<file path="src/rtl/expu_arbiter_if.sv">
// Handshake bundle between the requester stages, the arbiter and the shared EXPU.
// The arbiter uses the slave view; the environment (requesters + EXPU) uses master.
interface expu_arbiter_if #(
  parameter int WIDTH  = 16,
  parameter int N_ROWS = 1,
  parameter int N_REQ  = 2
);
  localparam int IDX_W = (N_REQ > 1) ? $clog2(N_REQ) : 1;

  // requester side
  logic [N_REQ-1:0]              req_valid_i;
  logic [N_REQ-1:0]              req_ready_o;
  logic [N_REQ-1:0]              req_last_i;
  logic [N_REQ*N_ROWS-1:0]       req_strb_i;
  logic [N_REQ*N_ROWS*WIDTH-1:0] req_op_i;
  logic [N_REQ-1:0]              resp_valid_o;
  logic [N_REQ-1:0]              resp_ready_i;
  logic [N_ROWS-1:0]             resp_strb_o;
  logic [N_ROWS*WIDTH-1:0]       resp_res_o;

  // EXPU side
  logic                          expu_valid_o;
  logic                          expu_ready_i;
  logic [N_ROWS-1:0]             expu_strb_o;
  logic [N_ROWS*WIDTH-1:0]       expu_op_o;
  logic [IDX_W-1:0]              expu_tag_o;
  logic                          expu_valid_i;
  logic                          expu_ready_o;
  logic [N_ROWS-1:0]             expu_strb_i;
  logic [N_ROWS*WIDTH-1:0]       expu_res_i;
  logic [IDX_W-1:0]              expu_tag_i;

  modport slave (
    input  req_valid_i, req_last_i, req_strb_i, req_op_i, resp_ready_i,
    input  expu_ready_i, expu_valid_i, expu_strb_i, expu_res_i, expu_tag_i,
    output req_ready_o, resp_valid_o, resp_strb_o, resp_res_o,
    output expu_valid_o, expu_strb_o, expu_op_o, expu_tag_o, expu_ready_o
  );

  modport master (
    output req_valid_i, req_last_i, req_strb_i, req_op_i, resp_ready_i,
    output expu_ready_i, expu_valid_i, expu_strb_i, expu_res_i, expu_tag_i,
    input  req_ready_o, resp_valid_o, resp_strb_o, resp_res_o,
    input  expu_valid_o, expu_strb_o, expu_op_o, expu_tag_o, expu_ready_o
  );
endinterface

</file>
<file path="src/rtl/expu_arbiter.sv">
// Shares one EXPU between N_REQ requester stages. Bursts are granted round-robin
// and held until the beat marked last; the requester index rides in the EXPU tag
// so results are steered back. Per-requester credit counters cap in-flight beats.
module expu_arbiter #(
  parameter int WIDTH           = 16,
  parameter int N_ROWS          = 1,
  parameter int N_REQ           = 2,
  parameter int MAX_OUTSTANDING = 4
) (
  input  logic clk_i,
  input  logic rst_i,
  input  logic clear_i,
  input  logic enable_i,
  input  logic expu_busy_i,
  output logic expu_enable_o,
  output logic expu_clear_o,
  output logic busy_o,
  expu_arbiter_if.slave bus
);
  localparam int IDX_W  = (N_REQ > 1) ? $clog2(N_REQ) : 1;
  localparam int CNT_W  = $clog2(MAX_OUTSTANDING + 1);
  localparam int LANE_W = N_ROWS * WIDTH;

  localparam logic [0:0] IDLE   = 1'b0;
  localparam logic [0:0] LOCKED = 1'b1;

  logic [0:0]       state;
  logic [IDX_W-1:0] owner;
  logic [IDX_W-1:0] rr_ptr;
  logic [CNT_W-1:0] cnt [N_REQ];

  logic             run;
  logic [N_REQ-1:0] eligible;
  logic [N_REQ-1:0] pending;
  logic             found;
  logic [IDX_W-1:0] winner;
  int               idx_sum;
  logic             issue;
  logic             tag_ok;
  logic [N_REQ-1:0] resp_fire;
  logic [N_REQ-1:0] inc;
  logic [N_REQ-1:0] dec;

  assign run           = enable_i & ~rst_i;
  assign expu_enable_o = enable_i;
  assign expu_clear_o  = clear_i | rst_i;
  assign busy_o        = expu_busy_i | (state == LOCKED) | (|pending);

  // Credit check: a requester may only compete while it has room in flight
  always_comb begin
    eligible = '0;
    pending  = '0;
    for (int r = 0; r < N_REQ; r++) begin
      eligible[r] = bus.req_valid_i[r] & (cnt[r] < CNT_W'(MAX_OUTSTANDING));
      pending[r]  = (cnt[r] != '0);
    end
  end

  // Pick the winner: the burst owner while locked, else round-robin from rr_ptr
  always_comb begin
    found   = 1'b0;
    winner  = '0;
    idx_sum = 0;
    if (state == LOCKED) begin
      found  = eligible[owner];
      winner = owner;
    end else begin
      for (int k = 0; k < N_REQ; k++) begin
        idx_sum = (int'(rr_ptr) + k) % N_REQ;
        if (!found && eligible[idx_sum]) begin
          found  = 1'b1;
          winner = IDX_W'(idx_sum);
        end
      end
    end
  end

  // Forward the granted beat to the EXPU and return ready only to the winner
  always_comb begin
    bus.expu_valid_o = run & found;
    bus.expu_strb_o  = bus.req_strb_i[int'(winner)*N_ROWS +: N_ROWS];
    bus.expu_op_o    = bus.req_op_i[int'(winner)*LANE_W +: LANE_W];
    bus.expu_tag_o   = winner;
    bus.req_ready_o  = '0;
    if (run && found && bus.expu_ready_i)
      bus.req_ready_o[winner] = 1'b1;
    issue = bus.expu_valid_o & bus.expu_ready_i;
  end

  // Route results back by tag; unknown tags are swallowed so the EXPU never stalls
  always_comb begin
    tag_ok           = (int'(bus.expu_tag_i) < N_REQ);
    bus.resp_strb_o  = bus.expu_strb_i;
    bus.resp_res_o   = bus.expu_res_i;
    bus.resp_valid_o = '0;
    resp_fire        = '0;
    for (int r = 0; r < N_REQ; r++) begin
      bus.resp_valid_o[r] = run & bus.expu_valid_i & (bus.expu_tag_i == IDX_W'(r));
      resp_fire[r]        = bus.resp_valid_o[r] & bus.resp_ready_i[r];
    end
    bus.expu_ready_o = run & (tag_ok ? bus.resp_ready_i[bus.expu_tag_i] : 1'b1);
  end

  // Credit movement per requester; a response with nothing pending is ignored
  always_comb begin
    inc = '0;
    dec = '0;
    for (int r = 0; r < N_REQ; r++) begin
      inc[r] = issue & (winner == IDX_W'(r));
      dec[r] = resp_fire[r] & pending[r];
    end
  end

  // Burst lock and round-robin pointer update on each accepted beat
  always_ff @(posedge clk_i) begin
    if (rst_i || clear_i) begin
      state  <= IDLE;
      owner  <= '0;
      rr_ptr <= '0;
    end else if (issue) begin
      if (bus.req_last_i[winner]) begin
        state  <= IDLE;
        rr_ptr <= (winner == IDX_W'(N_REQ - 1)) ? '0 : winner + 1'b1;
      end else begin
        state <= LOCKED;
        owner <= winner;
      end
    end
  end

  // Outstanding-beat counters: issue adds, returned result removes
  always_ff @(posedge clk_i) begin
    for (int r = 0; r < N_REQ; r++) begin
      if (rst_i || clear_i)
        cnt[r] <= '0;
      else if (inc[r] && !dec[r])
        cnt[r] <= cnt[r] + 1'b1;
      else if (dec[r] && !inc[r])
        cnt[r] <= cnt[r] - 1'b1;
    end
  end

  // Flag results that come back for an idle requester or carry an unknown tag
  always_ff @(posedge clk_i) begin
    if (!rst_i && !clear_i) begin
      assert (!(|(resp_fire & ~pending)));
      assert (!(enable_i && bus.expu_valid_i && !tag_ok));
    end
  end
endmodule

</file>
<file path="src/flat_wrapper.sv">
// flat-port wrapper written by rule: the top's interface ports become plain ports
module expu_arbiter_flat 
#(
  parameter int WIDTH           = 16,
  parameter int N_ROWS          = 1,
  parameter int N_REQ           = 2,
  parameter int MAX_OUTSTANDING = 4
)
  (clk_i, rst_i, clear_i, enable_i, expu_busy_i, expu_enable_o, expu_clear_o, busy_o, bus_req_valid_i, bus_req_last_i, bus_req_strb_i, bus_req_op_i, bus_resp_ready_i, bus_expu_ready_i, bus_expu_valid_i, bus_expu_strb_i, bus_expu_res_i, bus_expu_tag_i, bus_req_ready_o, bus_resp_valid_o, bus_resp_strb_o, bus_resp_res_o, bus_expu_valid_o, bus_expu_strb_o, bus_expu_op_o, bus_expu_tag_o, bus_expu_ready_o);
  expu_arbiter_if #(.WIDTH(WIDTH), .N_ROWS(N_ROWS), .N_REQ(N_REQ)) bus_i ();
  input  logic clk_i;
  input  logic rst_i;
  input  logic clear_i;
  input  logic enable_i;
  input  logic expu_busy_i;
  output logic expu_enable_o;
  output logic expu_clear_o;
  output logic busy_o;
  input wire logic [$bits(bus_i.req_valid_i)-1:0] bus_req_valid_i;
  input wire logic [$bits(bus_i.req_last_i)-1:0] bus_req_last_i;
  input wire logic [$bits(bus_i.req_strb_i)-1:0] bus_req_strb_i;
  input wire logic [$bits(bus_i.req_op_i)-1:0] bus_req_op_i;
  input wire logic [$bits(bus_i.resp_ready_i)-1:0] bus_resp_ready_i;
  input wire logic [$bits(bus_i.expu_ready_i)-1:0] bus_expu_ready_i;
  input wire logic [$bits(bus_i.expu_valid_i)-1:0] bus_expu_valid_i;
  input wire logic [$bits(bus_i.expu_strb_i)-1:0] bus_expu_strb_i;
  input wire logic [$bits(bus_i.expu_res_i)-1:0] bus_expu_res_i;
  input wire logic [$bits(bus_i.expu_tag_i)-1:0] bus_expu_tag_i;
  output wire logic [$bits(bus_i.req_ready_o)-1:0] bus_req_ready_o;
  output wire logic [$bits(bus_i.resp_valid_o)-1:0] bus_resp_valid_o;
  output wire logic [$bits(bus_i.resp_strb_o)-1:0] bus_resp_strb_o;
  output wire logic [$bits(bus_i.resp_res_o)-1:0] bus_resp_res_o;
  output wire logic [$bits(bus_i.expu_valid_o)-1:0] bus_expu_valid_o;
  output wire logic [$bits(bus_i.expu_strb_o)-1:0] bus_expu_strb_o;
  output wire logic [$bits(bus_i.expu_op_o)-1:0] bus_expu_op_o;
  output wire logic [$bits(bus_i.expu_tag_o)-1:0] bus_expu_tag_o;
  output wire logic [$bits(bus_i.expu_ready_o)-1:0] bus_expu_ready_o;
  assign bus_i.req_valid_i = bus_req_valid_i;
  assign bus_i.req_last_i = bus_req_last_i;
  assign bus_i.req_strb_i = bus_req_strb_i;
  assign bus_i.req_op_i = bus_req_op_i;
  assign bus_i.resp_ready_i = bus_resp_ready_i;
  assign bus_i.expu_ready_i = bus_expu_ready_i;
  assign bus_i.expu_valid_i = bus_expu_valid_i;
  assign bus_i.expu_strb_i = bus_expu_strb_i;
  assign bus_i.expu_res_i = bus_expu_res_i;
  assign bus_i.expu_tag_i = bus_expu_tag_i;
  assign bus_req_ready_o = bus_i.req_ready_o;
  assign bus_resp_valid_o = bus_i.resp_valid_o;
  assign bus_resp_strb_o = bus_i.resp_strb_o;
  assign bus_resp_res_o = bus_i.resp_res_o;
  assign bus_expu_valid_o = bus_i.expu_valid_o;
  assign bus_expu_strb_o = bus_i.expu_strb_o;
  assign bus_expu_op_o = bus_i.expu_op_o;
  assign bus_expu_tag_o = bus_i.expu_tag_o;
  assign bus_expu_ready_o = bus_i.expu_ready_o;
  expu_arbiter #(.WIDTH(WIDTH), .N_ROWS(N_ROWS), .N_REQ(N_REQ), .MAX_OUTSTANDING(MAX_OUTSTANDING)) u_core (.clk_i(clk_i), .rst_i(rst_i), .clear_i(clear_i), .enable_i(enable_i), .expu_busy_i(expu_busy_i), .expu_enable_o(expu_enable_o), .expu_clear_o(expu_clear_o), .busy_o(busy_o), .bus(bus_i));
endmodule
</file>
<file path="config.mk">
export PLATFORM = sky130hd
export DESIGN_NAME = expu_arbiter_flat
export DESIGN_NICKNAME = d
export VERILOG_FILES = /design/src/rtl/expu_arbiter_if.sv /design/src/rtl/expu_arbiter.sv /design/src/flat_wrapper.sv
export SDC_FILE = /design/constraint.sdc
export NUM_CORES = 1
export LEC_CHECK = 0
export ABC_AREA = 0
export BUFFER_PORTS_ARGS = -buffer_cell sky130_fd_sc_hd__buf_2
export CORE_MARGIN = 1
export CORE_UTILIZATION = 35
export CTS_CLUSTER_DIAMETER = 100
export DETAILED_ROUTE_END_ITERATION = 10
export HOLD_SLACK_MARGIN = 0.02
export PLACE_DENSITY = 0.8
export SYNTH_ARGS = -nofsm -noshare
export SYNTH_HDL_FRONTEND = slang
export SYNTH_SLANG_ARGS = --single-unit
</file>
<file path="constraint.sdc">
create_clock -name clk_i -period 3.3 [get_ports clk_i]
set_clock_uncertainty 0.2 [all_clocks]
set_input_delay 0.66 -clock clk_i [delete_from_list [all_inputs] [get_ports clk_i]]
set_output_delay 0.66 -clock clk_i [all_outputs]
set_load 0.03 [all_outputs]
</file>
==> summary.md, run 1 <==
| Metric | Value |
|---|---|
| Worst hold slack | 0.336 ns |
| Slew Limit Fails | 0 |
| Dpl cell area | 0.00134 mm2 |
| TNS Setup | 0 ns |
| DRT iter0 DRCs | 24 |
| Worst-path cell with the longest stage delay | edfxtp_1 |
| Worst vdd ir | 0.132 mV |
| Root Buffer | clkbuf_4 |
| P&R area growth vs syn | 29.7% |
| Worst EP arrival | 2.06 ns |
| Setup CP Type | register to primary output |
| Main area contributors after synthesis | mux2_2 18%, edfxtp_1 17%, buf_4 13% |
| Cell taking the most area after synthesis | mux2_2 |
| Crit. End Element | primary output |
| Total track usage | 16.0% |
| Hold Vio Cnt, Final | 0 |
| Hold crit path type | register to register |
| Via density | 5.00 |
| Synthesized instance count | 116 |
| H-tree depth | 1 |
| Final core occ | 48.8% |
| Wire length per cell | 12.5 um |
| Die area | 0.00324 mm2 |
| First-pass DRT Iterations | 7 |
| Avg Inst Size Synth | 9.09 um2 |
| Final Critical Period | 2.92 ns |
| Flop and latch count out of synthesis | 9 |
| Antenna Nets Post-Route | 0 |
| Syn Nets | 185 |
| Max-Slew Margin vs Limit | 59.8% |
| Core Footprint | 0.00281 mm2 |
| Final HPWL DP | 2220 um |
| Crit Path Max Fanout | 24 |
| Row cnt | 19 |
| Lkg Pwr | 0.637 nW |
| Worst Hold Path EP | u_core.rr_ptr$_SDFFE_PP0P_ |
| Post-CTS sizing | 0 |
| Share of cells above drive strength 1 | 58.2% |
| Post-synthesis cell area | 0.00105 mm2 |
| Fin nets | 247 |
| # diodes | 0 |
| Post-route cell area | 0.00137 mm2 |
| Gate power share | 43.2% |
| Die width | 56.9 um |
| Crit path cell chain | nor3b_1 > o41ai_4 > buf_4 > nor3_2 > buf_2 |
| TritonCTS clock tree | done |
| First-pass GRT wire length | 4040 um |
| RePlAce Congestion | 0.825 |
| Largest net degree at the start of global routing | 25 |
| Final period utilization | 88.6% |
| Sequential-to-total area share from yosys stat | 22.8% |
| Status | finished with violations |
| Initial antenna violation count | 0 |
| Clock Power Share | 22.7% |
| Min-Delay Path Depth | 2 |
| Failing checks | design-rule violations |
| Sw Ratio | 36.4% |
| Die H | 56.9 um |
| Port Buffers | 74 |
| EDFF count, synth | 6 |
| Sequential Power Share | 34.1% |
| Psw | 0.137 mW |
| DR vias | 1,040 |
| Synth cell count leaders | 18 x buf_4, 17 x mux2_2, 8 x nand2_1 |
| Power Dens Cells | 275 mW/mm2 |
| Yosys synthesis warning count | 0 |
| Startpoint types | register |
| CTS Sinks | 9 |
| Reg clk slew, reported paths | 0.07 ns |
| Worst slew pin tran | 0.602 ns |
| Synth top area share | 18.1% |
| Overflow after GRT | 0 |
| Ys async rst share | 0% |
| CP max stage delay | 0.46 ns |
| Final setup violation count | 0 |
| R2R cell count | 8 |
| Reg-to-reg startpoint | u_core.state$_SDFFE_PP0N_ |
| Hold path start | u_core.rr_ptr$_SDFFE_PP0P_ |
| Internal power | 0.239 mW |
| Final WL | 2610 um |
| CP required | 2.44 ns |
| FF-to-FF End | u_core.cnt[1][2]$_SDFFCE_PN0P_ |
| Maximum clock path buffer count | 2 |
| Reg2reg setup slack | 0.49 ns |
| DRC Markers | 12 |
| Predominant post-synthesis flop cell | edfxtp_1 |
| Initial Utilization | 37.6% |
| Num CTS Buffers | 3 |
| Cell variety after synth | 39 |
| Vias in the first global route | 957 |
| Post-CTS setup buffer count | 0 |
| Hold_buf cts | 0 |
| Fmax achieved | 0.342 GHz |
| Skew-Pair Late Insertion Delay | 0.26 ns |
| Num ports | 109 |
| Most common cell in the netlist | buf_4 |
| RSZ-0062 raised after global routing | false |
| Max cap viols | 0 |
-- per-layer routing --
| metal | GRT usage (%) | wire (um) | up-vias |
|---|---|---|---|
| met2 | 29.7 | 1300 | 66 |
| met1 | 17.1 | 1040 | 455 |
| met5 | 0 | 0 | - |
| met4 | 4.18 | 0 | 0 |
| met3 | 5.30 | 264 | 0 |
| li1 | - | - | 519 |
-- stage by stage --
stage / instances / power [mW] / worst slack (ns)
global route: 208 / 0.397 / 0.233
global placement: 204 / 0.292 / 0.240
detailed placement: 204 / 0.294 / 0.178
CTS: 208 / 0.379 / 0.361
floorplan: 116 / 0.276 / 0.298
finish: 208 / 0.376 / 0.377
-- worst max path at each step --
stage,from,to,slack (ns)
2_1_floorplan,rst_i,u_core.cnt[1][2]$_SDFFCE_PN0P_,0.30
6_report,u_core.cnt[0][2]$_DFFE_PP_,bus_req_ready_o[0],0.38
4_1_cts,u_core.cnt[0][2]$_DFFE_PP_,bus_req_ready_o[0],0.36
5_1_grt,u_core.cnt[0][2]$_DFFE_PP_,bus_req_ready_o[0],0.23
3_3_place_gp,bus_req_valid_i[1],u_core.cnt[1][2]$_SDFFCE_PN0P_,0.24
3_5_place_dp,bus_req_valid_i[1],u_core.cnt[1][2]$_SDFFCE_PN0P_,0.18
-- worst max-delay path, delay by kind of cell (launching register included) --
kind	cells	cell delay (ns)
compound gates	1	0.10
buf+inv	2	0.51
flops	1	0.46
simple gates	2	0.74
-- cells in the final DEF (no fill, tap or decap), drive strengths merged, types with 2 or more instances in the layout --
master   n
nand2b   3
buf     77
mux2    17
nor3b    3
nand2    8
inv      6
nor3     5
or3      3
o21ai    3
o211ai   2
nor2     7
clkbuf   4
dfxtp    3
a21oi    4
nor2b    4
xnor2    2
edfxtp   6
ha       3
-- area by class of cell --
class | instances | area (um2)
fill | 285 | 1440
multi-input combinational | 80 | 643
timing repair buffer | 77 | 393
sequential | 9 | 240
tap | 31 | 38.8
clock buffer | 4 | 26.3
inverter | 7 | 26.3
-- logic make-up after synthesis --
logic type / after synthesis / synth area share, %
mux: 17 / 18.1
simple gates: 40 / 22.1
flops: 9 / 22.8
fa+ha+maj: 4 / 5.46
xor+xnor: 3 / 2.49
buf+inv: 27 / 16.3
compound gates: 16 / 12.8
-- sequential cells by signal, indices dropped and copies added, names as in the netlist --
| name | cells |
|---|---|
| u_core.state | 1 |
| u_core.owner | 1 |
| u_core.rr_ptr | 1 |
| u_core.cnt | 6 |
-- power groups by stage --
stage | sequential (mW) | clock, mW | combinational (mW)
2_1_floorplan | 0.130 | 0 | 0.146
5_1_grt | 0.129 | 0.0940 | 0.174
3_3_place_gp | 0.131 | 0 | 0.161
6_report | 0.128 | 0.0852 | 0.162
3_5_place_dp | 0.131 | 0 | 0.163
4_1_cts | 0.128 | 0.0868 | 0.163
Power figures use the tool's default switching activity.
==> run 2: changes to the inputs <==
Settings changed: CORE_UTILIZATION 35 to 32, PLACE_DENSITY 0.8 to 0.77.
Clock period 3.3 ns to 2.5 ns, I/O delays scaled along.
==> run 2 against run 1 <==
The flow finishes with violations (negative setup slack). Setup slack got worse by 0.54 ns. First-iteration DRC count increased to 2.8 times the previous value. Sequential power increased by 31%. Via count is 13% higher. Critical path depth grew 1. Design area is 33% higher. Non-clock buffer count increased by 21. Die area grew 9.0%. Sequential share of layout area shrank 4.2 points. Power grew 59%. Largest cell class unchanged.
==> summary.md, run 2 (synthesized netlist as in run 1, its figures left out) <==
| Metric | Value |
|---|---|
| DRC Markers | 0 |
| Die H | 59.4 um |
| CP Launch Point | u_core.cnt[1][2]$_SDFFCE_PN0P_ |
| Wire length per cell | 14.3 um |
| Crit path cell chain | o41ai_4 > buf_4 > buf_12 > buf_8 > mux2_4 > buf_6 |
| Most frequent cells in the layout | 54 x buf_2, 22 x buf_6, 19 x buf_4 |
| Post-Place Worst Slack | -0.209 ns |
| First-pass GRT wire length | 5060 um |
| Startpoint types | register |
| Skew-Pair Late Insertion Delay | 0.27 ns |
| Largest net degree at the start of global routing | 10 |
| Setup CP Type | register to primary output |
| Failing checks | negative setup slack |
| CTS Sinks | 9 |
| Post-route cell area | 0.00182 mm2 |
| Final Critical Period | 2.66 ns |
| Crit Path Max Fanout | 6 |
| Largest Register | u_core.cnt |
| Fmax achieved | 0.375 GHz |
| CP required | 1.80 ns |
| P&R area growth vs syn | 72.7% |
| Num ports | 109 |
| Number of flip-flops in the largest register | 6 |
| Reg clk slew, reported paths | 0.07 ns |
| Hold Vio Cnt, Final | 0 |
| Fin nets | 268 |
| Hold crit path type | input pin to register |
| Crit. End Element | primary output |
| Maximum clock path buffer count | 2 |
| Root Buffer | clkbuf_4 |
| Status | finished with violations |
| Worst vdd ir | 0.170 mV |
| Initial Utilization | 34.3% |
| CP max stage delay | 0.49 ns |
| Dpl cell area | 0.00145 mm2 |
| TritonCTS clock tree | done |
| Max cap viols | 0 |
| Worst-path cell with the longest stage delay | edfxtp_1 |
| Via density | 4.87 |
| Row cnt | 20 |
| Share of cells above drive strength 1 | 68.2% |
| DRT iter0 DRCs | 68 |
| Final HPWL DP | 2320 um |
| Hold path start | bus_req_last_i[1] |
| Core Footprint | 0.00308 mm2 |
| Overflow after GRT | 0 |
| Die area | 0.00353 mm2 |
| Buf+Inv Stages, Crit Path | 4 |
| Port Buffers | 74 |
| Slew Limit Fails | 0 |
| RePlAce Congestion | 0.783 |
| Commonest non-fill, non-tap cell in the layout | buf_2 |
| Fillers | 266 |
| Worst slew pin tran | 0.303 ns |
| Initial antenna violation count | 0 |
| Max-Slew Margin vs Limit | 79.3% |
| Cell family with most CP delay | buffers and inverters |
| Num CTS Buffers | 3 |
| Final WL | 3460 um |
| Antenna Nets Post-Route | 0 |
| Final period utilization | 107% |
| First-pass DRT Iterations | 4 |
| Power Dens Cells | 329 mW/mm2 |
| Slack of the critical path | -0.163 ns |
| # diodes | 0 |
| Total track usage | 19.4% |
| Final setup violation count | 21 |
| Reg-to-reg startpoint | u_core.cnt[0][2]$_DFFE_PP_ |
| Lkg Pwr | 0.862 nW |
| Worst EP arrival | 1.96 ns |
| RSZ-0062 raised after global routing | true |
| Die width | 59.4 um |
| DR vias | 1,179 |
| Hold_buf cts | 0 |
| H-tree depth | 1 |
| Vias in the first global route | 1,154 |
## run 2: cell types whose count changed in the layout (fill, tap and decap cells not counted), sizes merged
cell / before / now
buf: 77 / 98
## run 2: cell type report
class	instances	area, um2	share of cell area, %
Multi-Input combinational cell	80	753	41.3
Timing Repair Buffer	98	716	39.3
Sequential cell	9	244	13.4
Tap cell	44	55.1	3.02
Inverter	7	27.5	1.51
Clock buffer	4	26.3	1.44
## run 2: where the power goes
| group | switching, mW | internal (mW) |
|---|---|---|
| registers | 0.00531 | 0.163 |
| clock network | 0.0558 | 0.0617 |
| logic | 0.152 | 0.162 |
## run 2: final timing paths
| check | endpoint | slack (ns) | depth (start not counted) |
|---|---|---|---|
| max reg2reg | u_core.cnt[1][2]$_SDFFCE_PN0P_ | -0.16 | 9 |
| min reg2reg | u_core.state$_SDFFE_PP0N_ | 0.33 | 2 |
| min | u_core.rr_ptr$_SDFFE_PP0P_ | 0.26 | 2 |
| max | bus_expu_op_o[15] | -0.16 | 6 |
## run 2: stage by stage
step | total power, mW | setup TNS, ns | instances | utilization, % | hold slack [ns]
global placement | 0.392 | -1.03 | 227 | 47.0 | 0.310
CTS | 0.580 | -1.30 | 237 | 55.1 | 0.243
finish | 0.599 | -2.54 | 242 | 59.2 | 0.256
floorplan | 0.366 | -0.245 | 116 | - | 0.293
global route | 0.627 | -3.57 | 242 | 59.2 | 0.257
detailed placement | 0.396 | -1.06 | 227 | 47.0 | 0.317
## run 2: metal layers
layer | GRT usage (%) | up-vias | wire length, um
li1 | - | 564 | -
met1 | 19.8 | 532 | 1270
met2 | 35.0 | 77 | 1770
met3 | 7.64 | 6 | 359
met4 | 7.48 | 0 | 60
met5 | 0 | - | 0
## run 2: repair_timing
action                     4_1_cts  5_1_grt
buffers inserted                 4        5
cloned                           2        0
pin swaps                        3        1
setup endpoints to repair       21       22
resized for setup               56       19
